$ cat src/rtl/pbit_neuron.sv
// -----------------------------------------------------------------------------
// pbit_neuron
//
// Stochastic p-bit cell. When an update is requested, the cell waits a
// programmable number of cycles so that the combinational MAC feeding I_in
// can settle. It then samples p = (I_in > rand), where rand is taken from a
// free-running 16-bit Fibonacci LFSR. This is the digital form of
// m = sgn(tanh(I) + r). A saturating counter records how many updates
// produced p = 1, which is used for sampling statistics.
//
// Parameters
//   weight_precision : width of the signed I_in and of the random comparand (2..16)
//   SETTLE_CYCLES    : cycles spent in SETTLE after an accepted request (0..255)
//   SEED             : LFSR reset value (0 selects 16'hACE1)
//   P_INIT           : p_out value after reset
//   COUNT_WIDTH      : width of ones_count
//
// Ports
//   clk        in   rising-edge clock
//   rst_n      in   asynchronous active-low reset
//   upd_req    in   request one update (only looked at while idle)
//   I_in       in   signed input current from the MAC, two's complement
//   clr_count  in   synchronous clear of ones_count (wins over an increment)
//   p_out      out  registered p-bit state (1 = +1, 0 = -1)
//   upd_ack    out  one-cycle pulse when p_out has just been updated
//   busy       out  high while in SETTLE or SAMPLE
//   ones_count out  saturating count of updates that produced p = 1
// -----------------------------------------------------------------------------
module pbit_neuron #(
    parameter int          weight_precision = 6,
    parameter int          SETTLE_CYCLES    = 2,
    parameter logic [15:0] SEED             = 16'hACE1,
    parameter logic        P_INIT           = 1'b0,
    parameter int          COUNT_WIDTH      = 16
) (
    input  logic                               clk,
    input  logic                               rst_n,
    input  logic                               upd_req,
    input  logic signed [weight_precision-1:0] I_in,
    input  logic                               clr_count,
    output logic                               p_out,
    output logic                               upd_ack,
    output logic                               busy,
    output logic [COUNT_WIDTH-1:0]             ones_count
);

    // A zero seed would lock the LFSR at zero, so it is replaced.
    localparam logic [15:0] LFSR_INIT = (SEED == 16'h0000) ? 16'hACE1 : SEED;

    localparam logic [7:0]             SETTLE_LOAD = 8'(SETTLE_CYCLES);
    localparam logic                   SKIP_SETTLE = (SETTLE_CYCLES == 32'sd0);
    localparam logic [COUNT_WIDTH-1:0] CNT_MAX     = {COUNT_WIDTH{1'b1}};
    localparam logic [COUNT_WIDTH-1:0] CNT_ZERO    = {COUNT_WIDTH{1'b0}};
    localparam logic [COUNT_WIDTH-1:0] CNT_ONE     = {{(COUNT_WIDTH-1){1'b0}}, 1'b1};

    localparam logic [1:0] ST_IDLE   = 2'd0;
    localparam logic [1:0] ST_SETTLE = 2'd1;
    localparam logic [1:0] ST_SAMPLE = 2'd2;

    // Taps 16,14,13,11 give a maximal-length sequence that never reaches zero.
    function automatic logic [15:0] lfsr_next(input logic [15:0] l);
        logic fb;
        fb = l[15] ^ l[13] ^ l[12] ^ l[10];
        return {l[14:0], fb};
    endfunction

    // ------------------------------------------------------------------
    // State
    // ------------------------------------------------------------------
    logic [1:0]             r_state;
    logic [7:0]             r_settle_cnt;
    logic [15:0]            r_lfsr;
    logic                   r_p;
    logic                   r_ack;
    logic                   r_busy;
    logic [COUNT_WIDTH-1:0] r_count;

    logic [1:0]                          w_state_nxt;
    logic [7:0]                          w_settle_nxt;
    logic signed [weight_precision-1:0]  w_rand;
    logic                                w_sample;
    logic                                w_p_new;
    logic [COUNT_WIDTH-1:0]              w_count_nxt;

    // The comparand is the LFSR value of the current cycle; both operands
    // have the same signed width so the compare cannot overflow.
    assign w_rand   = $signed(r_lfsr[weight_precision-1:0]);
    assign w_sample = (r_state == ST_SAMPLE);
    assign w_p_new  = (I_in > w_rand);

    // Next-state and settle-counter logic for the update sequencer.
    always_comb begin
        w_state_nxt  = r_state;
        w_settle_nxt = r_settle_cnt;
        case (r_state)
            ST_IDLE: begin
                if (upd_req) begin
                    if (SKIP_SETTLE) begin
                        w_state_nxt  = ST_SAMPLE;
                        w_settle_nxt = 8'd0;
                    end else begin
                        w_state_nxt  = ST_SETTLE;
                        w_settle_nxt = SETTLE_LOAD;
                    end
                end else begin
                    w_state_nxt  = ST_IDLE;
                    w_settle_nxt = r_settle_cnt;
                end
            end
            ST_SETTLE: begin
                // Leaving on a count of 1 makes SETTLE last exactly
                // SETTLE_CYCLES cycles; a count of 0 can only come from an
                // upset and is treated the same way so the FSM cannot stall.
                if (r_settle_cnt <= 8'd1) begin
                    w_state_nxt  = ST_SAMPLE;
                    w_settle_nxt = 8'd0;
                end else begin
                    w_state_nxt  = ST_SETTLE;
                    w_settle_nxt = r_settle_cnt - 8'd1;
                end
            end
            ST_SAMPLE: begin
                w_state_nxt  = ST_IDLE;
                w_settle_nxt = 8'd0;
            end
            default: begin
                w_state_nxt  = ST_IDLE;
                w_settle_nxt = 8'd0;
            end
        endcase
    end

    // Ones counter next value: clear wins, otherwise saturating increment.
    always_comb begin
        w_count_nxt = r_count;
        if (clr_count) begin
            w_count_nxt = CNT_ZERO;
        end else if (w_sample && w_p_new && (r_count != CNT_MAX)) begin
            w_count_nxt = r_count + CNT_ONE;
        end else begin
            w_count_nxt = r_count;
        end
    end

    // Free-running random source, advancing every cycle out of reset.
    always_ff @(posedge clk or negedge rst_n) begin
        if (!rst_n) begin
            r_lfsr <= LFSR_INIT;
        end else begin
            r_lfsr <= lfsr_next(r_lfsr);
        end
    end

    // Sequencer state, settle counter and registered busy flag.
    always_ff @(posedge clk or negedge rst_n) begin
        if (!rst_n) begin
            r_state      <= ST_IDLE;
            r_settle_cnt <= 8'd0;
            r_busy       <= 1'b0;
        end else begin
            r_state      <= w_state_nxt;
            r_settle_cnt <= w_settle_nxt;
            r_busy       <= (w_state_nxt != ST_IDLE);
        end
    end

    // p-bit state and the acknowledge pulse, both updated on the SAMPLE edge.
    always_ff @(posedge clk or negedge rst_n) begin
        if (!rst_n) begin
            r_p   <= P_INIT;
            r_ack <= 1'b0;
        end else begin
            if (w_sample) begin
                r_p <= w_p_new;
            end else begin
                r_p <= r_p;
            end
            r_ack <= w_sample;
        end
    end

    // Saturating count of updates that produced p = 1.
    always_ff @(posedge clk or negedge rst_n) begin
        if (!rst_n) begin
            r_count <= CNT_ZERO;
        end else begin
            r_count <= w_count_nxt;
        end
    end

    assign p_out      = r_p;
    assign upd_ack    = r_ack;
    assign busy       = r_busy;
    assign ones_count = r_count;

endmodule

$ cat config.mk
export PLATFORM = sky130hd
export DESIGN_NAME = pbit_neuron
export DESIGN_NICKNAME = d
export VERILOG_FILES = /design/src/rtl/pbit_neuron.sv
export SDC_FILE = /design/constraint.sdc
export NUM_CORES = 1
export LEC_CHECK = 0
export CAP_MARGIN = 10
export CORE_MARGIN = 2
export CORE_UTILIZATION = 30
export CTS_BUF_LIST = sky130_fd_sc_hd__clkbuf_2
export CTS_CLUSTER_DIAMETER = 120
export DETAILED_ROUTE_END_ITERATION = 6
export SETUP_SLACK_MARGIN = 0.3
export SYNTH_ARGS = -nofsm -noshare
export SYNTH_HDL_FRONTEND = slang
export SYNTH_SLANG_ARGS = --single-unit
$ cat constraint.sdc
create_clock -name clk -period 5 [get_ports clk]
set_clock_uncertainty 0.05 [all_clocks]
set_input_delay 1.5 -clock clk [delete_from_list [all_inputs] [get_ports clk]]
set_output_delay 1.5 -clock clk [all_outputs]
set_load 0.02 [all_outputs]
==> impl_metrics.ini, run 1 <==
[route]
drcViolationCount = 0
first_pass_iters = 3
wl_um = 4144
post_drt_wl_per_cell_um = 12.44
dr_total_vias = 1600
ant_nets = 0
dr.first_iter.drc_count = 68
avgViaCountPerCell = 4.805

[global_routing]
grt_max_degree = 46
overflow = 0
antenna_found_initial = 0
grt_pass1_wl_um = 7162
track_usage_pct = 10.81
grt_pass1_vias = 1580

[critical_path]
startpoint_type = primary input
cp_top_family = buffers and inverters
critPathKind = in -> reg
slowest_stage = clkdlybuf4s50_1
critical_path_buf_inv_count = 2
critPathMaxStageDelay_ns = 0.41
crit_path_end_kind = flop
worstPathRequired_ns = 5.29
cp_max_fo = 26
path_cells = clkdlybuf4s50_1, ha_1, nand4_2, a21oi_1, o31ai_4, buf_4, nor4_1, mux2_1
crit_arrival_ns = 3.65

[floorplan]
ios = 29
die-area_sq_um = 8051
die_x_um = 89.73
start_util_pct = 30.72
rows = 31
core_sq_um = 7176
die_h_um = 89.73

[timing]
max_freq_mhz = 297.7
fin_crit_ns = 3.359
slew_headroom_pct = 34.81
hold_viol = 0
rsz0062_at_grt = false
fin_crit_sh_pct = 67.18
setup-violations-final = 0
worst_slew_pin_slew_ns = 0.9778
drv_slew = 0
whs_ns = 0.3272
fin_tns_setup_ns = 0

[synth]
synth_cell_type_count = 44
syn_area_sq_um = 2205
syn-num-nets = 222
ys_warn_count = 0
async_reset_ff_share_pct = 100.0
syn_avg_cell_area_sq_um = 10.86
synth_enable_flop_cells = 0
ys.flop_type = dfrtp_1
ys_seq_area_share_pct = 51.53
ys_seq_elements = 45
synth_cells = 203

[cts]
cts-hold-fix-buffers = 0
htreeDepth = 2
clockBufferDepth = 2
cts_root_buffer = clkbuf_2
cts_sinks = 45
path_clk_slew_ns = 0.25
post_cts_resized = 0
postCtsSetupRepairBufs = 0
cts_tree = yes
insertion_delay_ns = 0.42
cts_made_buffers = 5

[power]
powerDensity_nw_per_um2 = 353.2
worst_ir_drop_vdd_uv = 190.0
total_leakage_power_nw = 1.052

[final_layout]
area_growth_pct = 19.86
fin_area_sq_um = 2643
num-nets-final = 252
utilization_pct = 36.83
mostFrequentLayoutCell = dfrtp_1
layout_common_cells = 37 x dfrtp_1, 27 x clkdlybuf4s50_1, 18 x nor2_1
diodes = 0
drive_above_1_share_pct = 12.39

[status]
status = finished, final reports clean

[min_path]
hold_class = reg -> reg

[job]
drv_cap = 0

[placed_design]
placed_cell_area_sq_um = 2571
io_buffers = 28
gp_congestion = 0.7350
dpl.hpwl_um = 2873
-- worst register-to-register path: stages, from the launching register on --
cell	delay (ns)
dfstp_2	0.59
inv_1	0.05
ha_1	0.32
nand4_2	0.13
a21oi_1	0.28
o31ai_4	0.07
buf_4	0.21
nor4_1	0.34
mux2_1	0.36
-- layer usage --
metal | global-route usage [%] | part of all wire [%] | vias to the layer above
li1 | - | - | 792
met1 | 14.02 | 48 | 783
met2 | 17.68 | 46 | 20
met3 | 3.101 | 4.0 | 5
met4 | 3.205 | 1.2 | 0
met5 | 0 | 0 | -
-- sequential cells by signal, indices dropped and copies added (netlist names) --
name and count:
r_settle_cnt 8, ones_count 16, upd_ack 1, r_lfsr 16, busy 1, r_state 2
p_out 1
-- cells in the mapped netlist (2+ instances only) --
cell type / instances / area (sq um)
xnor2_1: 4 / 35.03
mux2_1: 2 / 22.52
and4_4: 2 / 22.52
o31ai_1: 8 / 60.06
nand3_1: 5 / 25.02
o21ai_0: 9 / 45.04
inv_1: 13 / 48.80
buf_2: 2 / 10.01
dfstp_2: 8 / 210.2
nor4_1: 3 / 18.77
nand2_1: 10 / 37.54
nand4_1: 4 / 25.02
mux2_2: 2 / 22.52
nor3_1: 6 / 30.03
and2b_1: 2 / 15.01
or4b_1: 2 / 20.02
clkbuf_1: 2 / 7.510
nor2_1: 18 / 67.56
nor2b_1: 7 / 43.79
dfrtp_1: 37 / 925.9
buf_6: 2 / 22.52
ha_1: 9 / 112.6
and2_1: 2 / 12.51
xor2_1: 2 / 17.52
or4_1: 8 / 60.06
o41ai_1: 3 / 26.28
a21oi_1: 14 / 70.07
-- path summary, 6_finish.rpt --
check / from / to / slack, ns / depth (start not counted)
max: I_in[5] / ones_count[9] / 1.64 / 8
min: r_lfsr[9] / r_lfsr[10] / 0.33 / 0
max reg2reg: r_lfsr[5] / ones_count[9] / 2.53 / 8
min reg2reg: r_lfsr[9] / r_lfsr[10] / 0.33 / 0
max in group asynchronous: rst_n / ones_count[2] / 3.13 / 1
min in group asynchronous: rst_n / ones_count[13] / 1.15 / 1
-- report_power, final --
group / internal (W) / switching, W
Combinational: 0.000124 / 0.000151
Clock: 0.0000851 / 0.000123
Sequential: 0.000407 / 0.0000430
-- cell type report --
cell class	count	area [sq um]
Tap cell	99	123.9
Multi-Input combinational cell	139	979.7
Clock inverter	3	46.29
Inverter	13	48.80
Fill cell	722	4533
Timing Repair Buffer	29	282.8
Clock buffer	5	25.02
Sequential cell	45	1136
-- cell families (layout without fill, tap and decap cells) --
logic type | Yosys count | count (layout) | synth area share, %
adders and majority gates | 9 | 9 | 5.108
and+or+nand+nor | 80 | 80 | 21.68
DFF | 45 | 45 | 51.53
xor gates and xnor gates | 6 | 6 | 2.384
buffers and inverters | 19 | 50 | 4.030
muxes | 4 | 4 | 2.043
AOI/OAI and AO/OA | 40 | 40 | 13.22
-- metrics by stage --
| stage | power [W] | worst slack (ns) | instances |
|---|---|---|---|
| floorplan | 0.0006583 | 1.781 | 203 |
| global placement | 0.0007308 | 1.251 | 325 |
| detailed placement | 0.0007348 | 1.166 | 325 |
| CTS | 0.0009446 | 1.658 | 333 |
| global route | 0.001003 | 1.543 | 333 |
| finish | 0.0009334 | 1.641 | 333 |
Power figures use the tool's default switching activity.
==> inputs of run 2 (changes only) <==
Clock period 5 ns to 3.47 ns, I/O delays scaled along.
==> impl_metrics.ini, run 2 (synthesis results as in run 1) <==
[global_routing]
grt_pass1_wl_um = 7569
grt_max_degree = 25
antenna_found_initial = 0
overflow = 0
track_usage_pct = 11.30
grt_pass1_vias = 1623

[critical_path]
crit_arrival_ns = 3.21
worstPathRequired_ns = 3.81
r2r_slack_ns = 1.04
cp_top_family = simple AND/OR/NAND/NOR gates
crit_path_end_kind = flop
ff2ff_path_depth = 8
startpoint_type = primary input
critPathMaxStageDelay_ns = 0.51
cp_max_fo = 18
r2r_start = r_lfsr[5]
cp_common_cell = a21oi_1
reg2reg_to = ones_count[4]
critical_path_buf_inv_count = 2
slowest_stage = or4_1
critPathKind = in -> reg
path_cells = clkdlybuf4s50_1, ha_1, nand4_2, a21oi_1, o31ai_4, buf_12, or4_1, a21oi_1

[floorplan]
die-area_sq_um = 8051
die_h_um = 89.73
ios = 29
start_util_pct = 30.72
rows = 31
die_x_um = 89.73
core_sq_um = 7176

[job]
drv_cap = 0

[cts]
cts_tree = yes
cts_sinks = 45
path_clk_slew_ns = 0.27
insertion_delay_ns = 0.43
post_cts_resized = 0
postCtsSetupRepairBufs = 0
clockBufferDepth = 2
cts-hold-fix-buffers = 0
cts_root_buffer = clkbuf_2
cts_made_buffers = 5
htreeDepth = 2

[min_path]
whs_endpoint = r_lfsr[7]
min_path_cells = 0
hold_path.startpoint = r_lfsr[6]
hold_class = reg -> reg

[power]
powerDensity_nw_per_um2 = 507.9
power.total_w = 0.001353
worst_ir_drop_vdd_uv = 352.2
total_leakage_power_nw = 1.072

[timing]
slew_headroom_pct = 61.70
worst_slew_pin_slew_ns = 0.5692
fin_tns_setup_ns = 0
setup-violations-final = 0
max_freq_mhz = 349.0
fin_crit_sh_pct = 82.57
drv_slew = 0
fin_ws_ns = 0.6049
fin_crit_ns = 2.865
rsz0062_at_grt = false
hold_viol = 0

[final_layout]
layout_common_cells = 37 x dfrtp_1, 27 x clkdlybuf4s50_1, 18 x nor2_1
nFillCells = 727
num-nets-final = 254
drive_above_1_share_pct = 13.14
diodes = 0
finalNonFillerCells = 335
area_growth_pct = 20.83
mostFrequentLayoutCell = dfrtp_1
fin_area_sq_um = 2664

[status]
status = finished, final reports clean

[route]
dr_total_vias = 1623
first_pass_iters = 4
post_drt_wl_per_cell_um = 12.73
dr.first_iter.drc_count = 116
ant_nets = 0
drcViolationCount = 0
wl_um = 4264
avgViaCountPerCell = 4.845

[placed_design]
dpl.hpwl_um = 3043
place_inst = 327
detailedPlace.worstSlack_ns = 0.1204
placed_cell_area_sq_um = 2599
gp_congestion = 0.7294
io_buffers = 28
-- run 2: cell types whose count changed in the layout (fill, tap and decap cells not counted) --
cell        previous run  this run
buf_12                 0         1
buf_4                  1         2
clkinv_2               0         1
clkinvlp_4             1         0
clkinv_4               1         0
clkbuf_2               5         6
-- run 2: metal layers --
| metal | wire (um) | global-route usage [%] | up-vias |
|---|---|---|---|
| li1 | - | - | 797 |
| met1 | 2053 | 15.48 | 800 |
| met2 | 2008 | 17.74 | 21 |
| met3 | 157 | 2.766 | 5 |
| met4 | 45 | 3.590 | 0 |
| met5 | 0 | 0 | - |
-- run 2: layout make-up --
cell class / count / area [sq um] / share of cell area [%]
repair buffers: 31 / 310.3 / 11.65
flip-flops and latches: 45 / 1136 / 42.65
multi-input cells: 139 / 979.7 / 36.78
clock buffers: 6 / 30.03 / 1.127
clock inverters: 2 / 35.03 / 1.315
inverters: 13 / 48.80 / 1.832
well taps: 99 / 123.9 / 4.650
-- run 2: how the worst max path moves through the flow --
stage                           endpoint    start  depth (start not counted)  slack [ns]
after CTS                  ones_count[4]  I_in[5]                          8        0.63
after detailed placement   ones_count[4]  I_in[5]                          8        0.12
after global routing       ones_count[8]  I_in[5]                          8        0.50
after floorplan           ones_count[11]  I_in[5]                          7        0.71
final                      ones_count[4]  I_in[5]                          8        0.60
after global placement    ones_count[10]  I_in[5]                          8        0.18
-- run 2: metrics by stage --
stage	hold WS [ns]	util [%]
4_1_cts	0.3239	37.12
3_3_place_gp	0.2858	36.22
3_5_place_dp	0.2879	36.22
2_1_floorplan	0.2812	-
6_report	0.3223	37.12
5_1_grt	0.3287	37.12
-- run 2: report_power, final --
group	switching [W]	internal [W]	leakage, nW
Clock	0.000172	0.000124	0.0430
Sequential	0.0000638	0.000586	0.581
Combinational	0.000224	0.000183	0.448
==> inputs of run 3 (changes only) <==
Clock period 3.47 ns to 2.8 ns, I/O delays scaled along.
==> impl_metrics.ini, run 3 (synthesis results as in run 1) <==
[placed_design]
io_buffers = 28
place_inst = 331
gp_congestion = 0.7416
placed_cell_area_sq_um = 2633
dpl.hpwl_um = 3213

[floorplan]
ios = 29
die_x_um = 89.73
die-area_sq_um = 8051
die_h_um = 89.73
core_sq_um = 7176
rows = 31
start_util_pct = 30.72

[final_layout]
fin_area_sq_um = 2863
area_growth_pct = 29.85
layout_common_cells = 31 x dfrtp_1, 20 x clkdlybuf4s50_1, 18 x nor2_1
diodes = 0
mostFrequentLayoutCell = dfrtp_1
drive_above_1_share_pct = 22.13
utilization_pct = 39.90
num-nets-final = 262
finalNonFillerCells = 343

[timing]
drv_slew = 0
fin_crit_ns = 2.464
setup-violations-final = 0
slew_headroom_pct = 57.89
max_freq_mhz = 405.8
hold_viol = 0
fin_crit_sh_pct = 88.01
rsz0062_at_grt = true
worst_slew_pin_slew_ns = 0.6317

[min_path]
hold_class = reg -> reg
whs_endpoint = r_lfsr[10]
hold_path.startpoint = r_lfsr[9]
min_path_cells = 0

[status]
status = finished, final reports clean

[power]
power.total_w = 0.001729
worst_ir_drop_vdd_uv = 397.6
powerDensity_nw_per_um2 = 603.8
total_leakage_power_nw = 1.156

[route]
post_drt_wl_per_cell_um = 13.69
dr_total_vias = 1656
dr.first_iter.drc_count = 59
wl_um = 4695
ant_nets = 0
drcViolationCount = 0
first_pass_iters = 4
avgViaCountPerCell = 4.828

[cts]
cts-hold-fix-buffers = 0
cts_tree = yes
cts_made_buffers = 5
cts_root_buffer = clkbuf_2
cts_sinks = 45
insertion_delay_ns = 0.41
clockBufferDepth = 2
path_clk_slew_ns = 0.21
htreeDepth = 2

[critical_path]
startpoint_type = primary input
critPathMaxStageDelay_ns = 0.46
r2r_slack_ns = 0.43
path_cells = dlygate4sd2_1, ha_4, nand4_2, a21oi_2, o31ai_4, buf_12, buf_16, or4_1, a21oi_1
ff2ff_path_depth = 9
critical_path_buf_inv_count = 3
crit_arrival_ns = 2.76
reg2reg_to = ones_count[6]
r2r_start = r_lfsr[5]
cp_max_fo = 11
crit_path_end_kind = flop
slowest_stage = or4_1
cp_top_family = simple AND/OR/NAND/NOR gates
worstPathRequired_ns = 3.10
path_depth = 9
critPathKind = in -> reg

[global_routing]
grt_pass1_wl_um = 8224
overflow = 0
grt_pass1_vias = 1760
antenna_found_initial = 0
track_usage_pct = 12.43
grt_max_degree = 30

[job]
drv_cap = 0
-- run 3: layout make-up --
class                      count  area (sq um)
fill                         714          4313
sequential                    45          1144
multi-input combinational    139          1065
timing repair buffer          39         417.9
tap                           99         123.9
inverter                      13         48.80
clock inverter                 2         33.78
clock buffer                   6         30.03
-- run 3: repair_timing --
item / in CTS / in global routing
gates cloned: 2 / 0
endpoints found under the setup margin: 6 / 14
resized for setup: 19 / 7
setup buffers: 2 / 0
pin swaps: 24 / 1
-- run 3: worst max path at each step --
stage,startpoint,endpoint,slack (ns)
floorplan,I_in[3],ones_count[1],0.30
global placement,I_in[5],ones_count[9],-0.17
detailed placement,I_in[5],ones_count[9],-0.23
CTS,ones_count[6],ones_count[6],0.33
global route,I_in[4],ones_count[15],0.28
finish,I_in[4],ones_count[6],0.34
-- run 3: through the flow --
step	hold slack, ns	setup WS [ns]	TNS (ns)
2_1_floorplan	0.2812	0.2988	0
3_3_place_gp	0.2832	-0.1690	-1.878
3_5_place_dp	0.2872	-0.2291	-2.248
4_1_cts	0.3261	0.3307	0
5_1_grt	0.3394	0.2824	0
6_report	0.3228	0.3358	0
-- run 3: layer usage --
layer	vias up	track usage, %	wire length (um)	part of all wire [%]
met5	-	0	0	0
met4	0	3.846	59	1.3
met3	6	2.515	140	3.0
met2	24	21.02	2250	48
met1	805	16.09	2244	48
li1	821	-	-	-
-- run 3: power by group --
part,internal [W],switching (W),total [W]
Clock,0.000152,0.000209,0.000361
Sequential,0.000726,0.0000782,0.000804
Combinational,0.000262,0.000301,0.000564
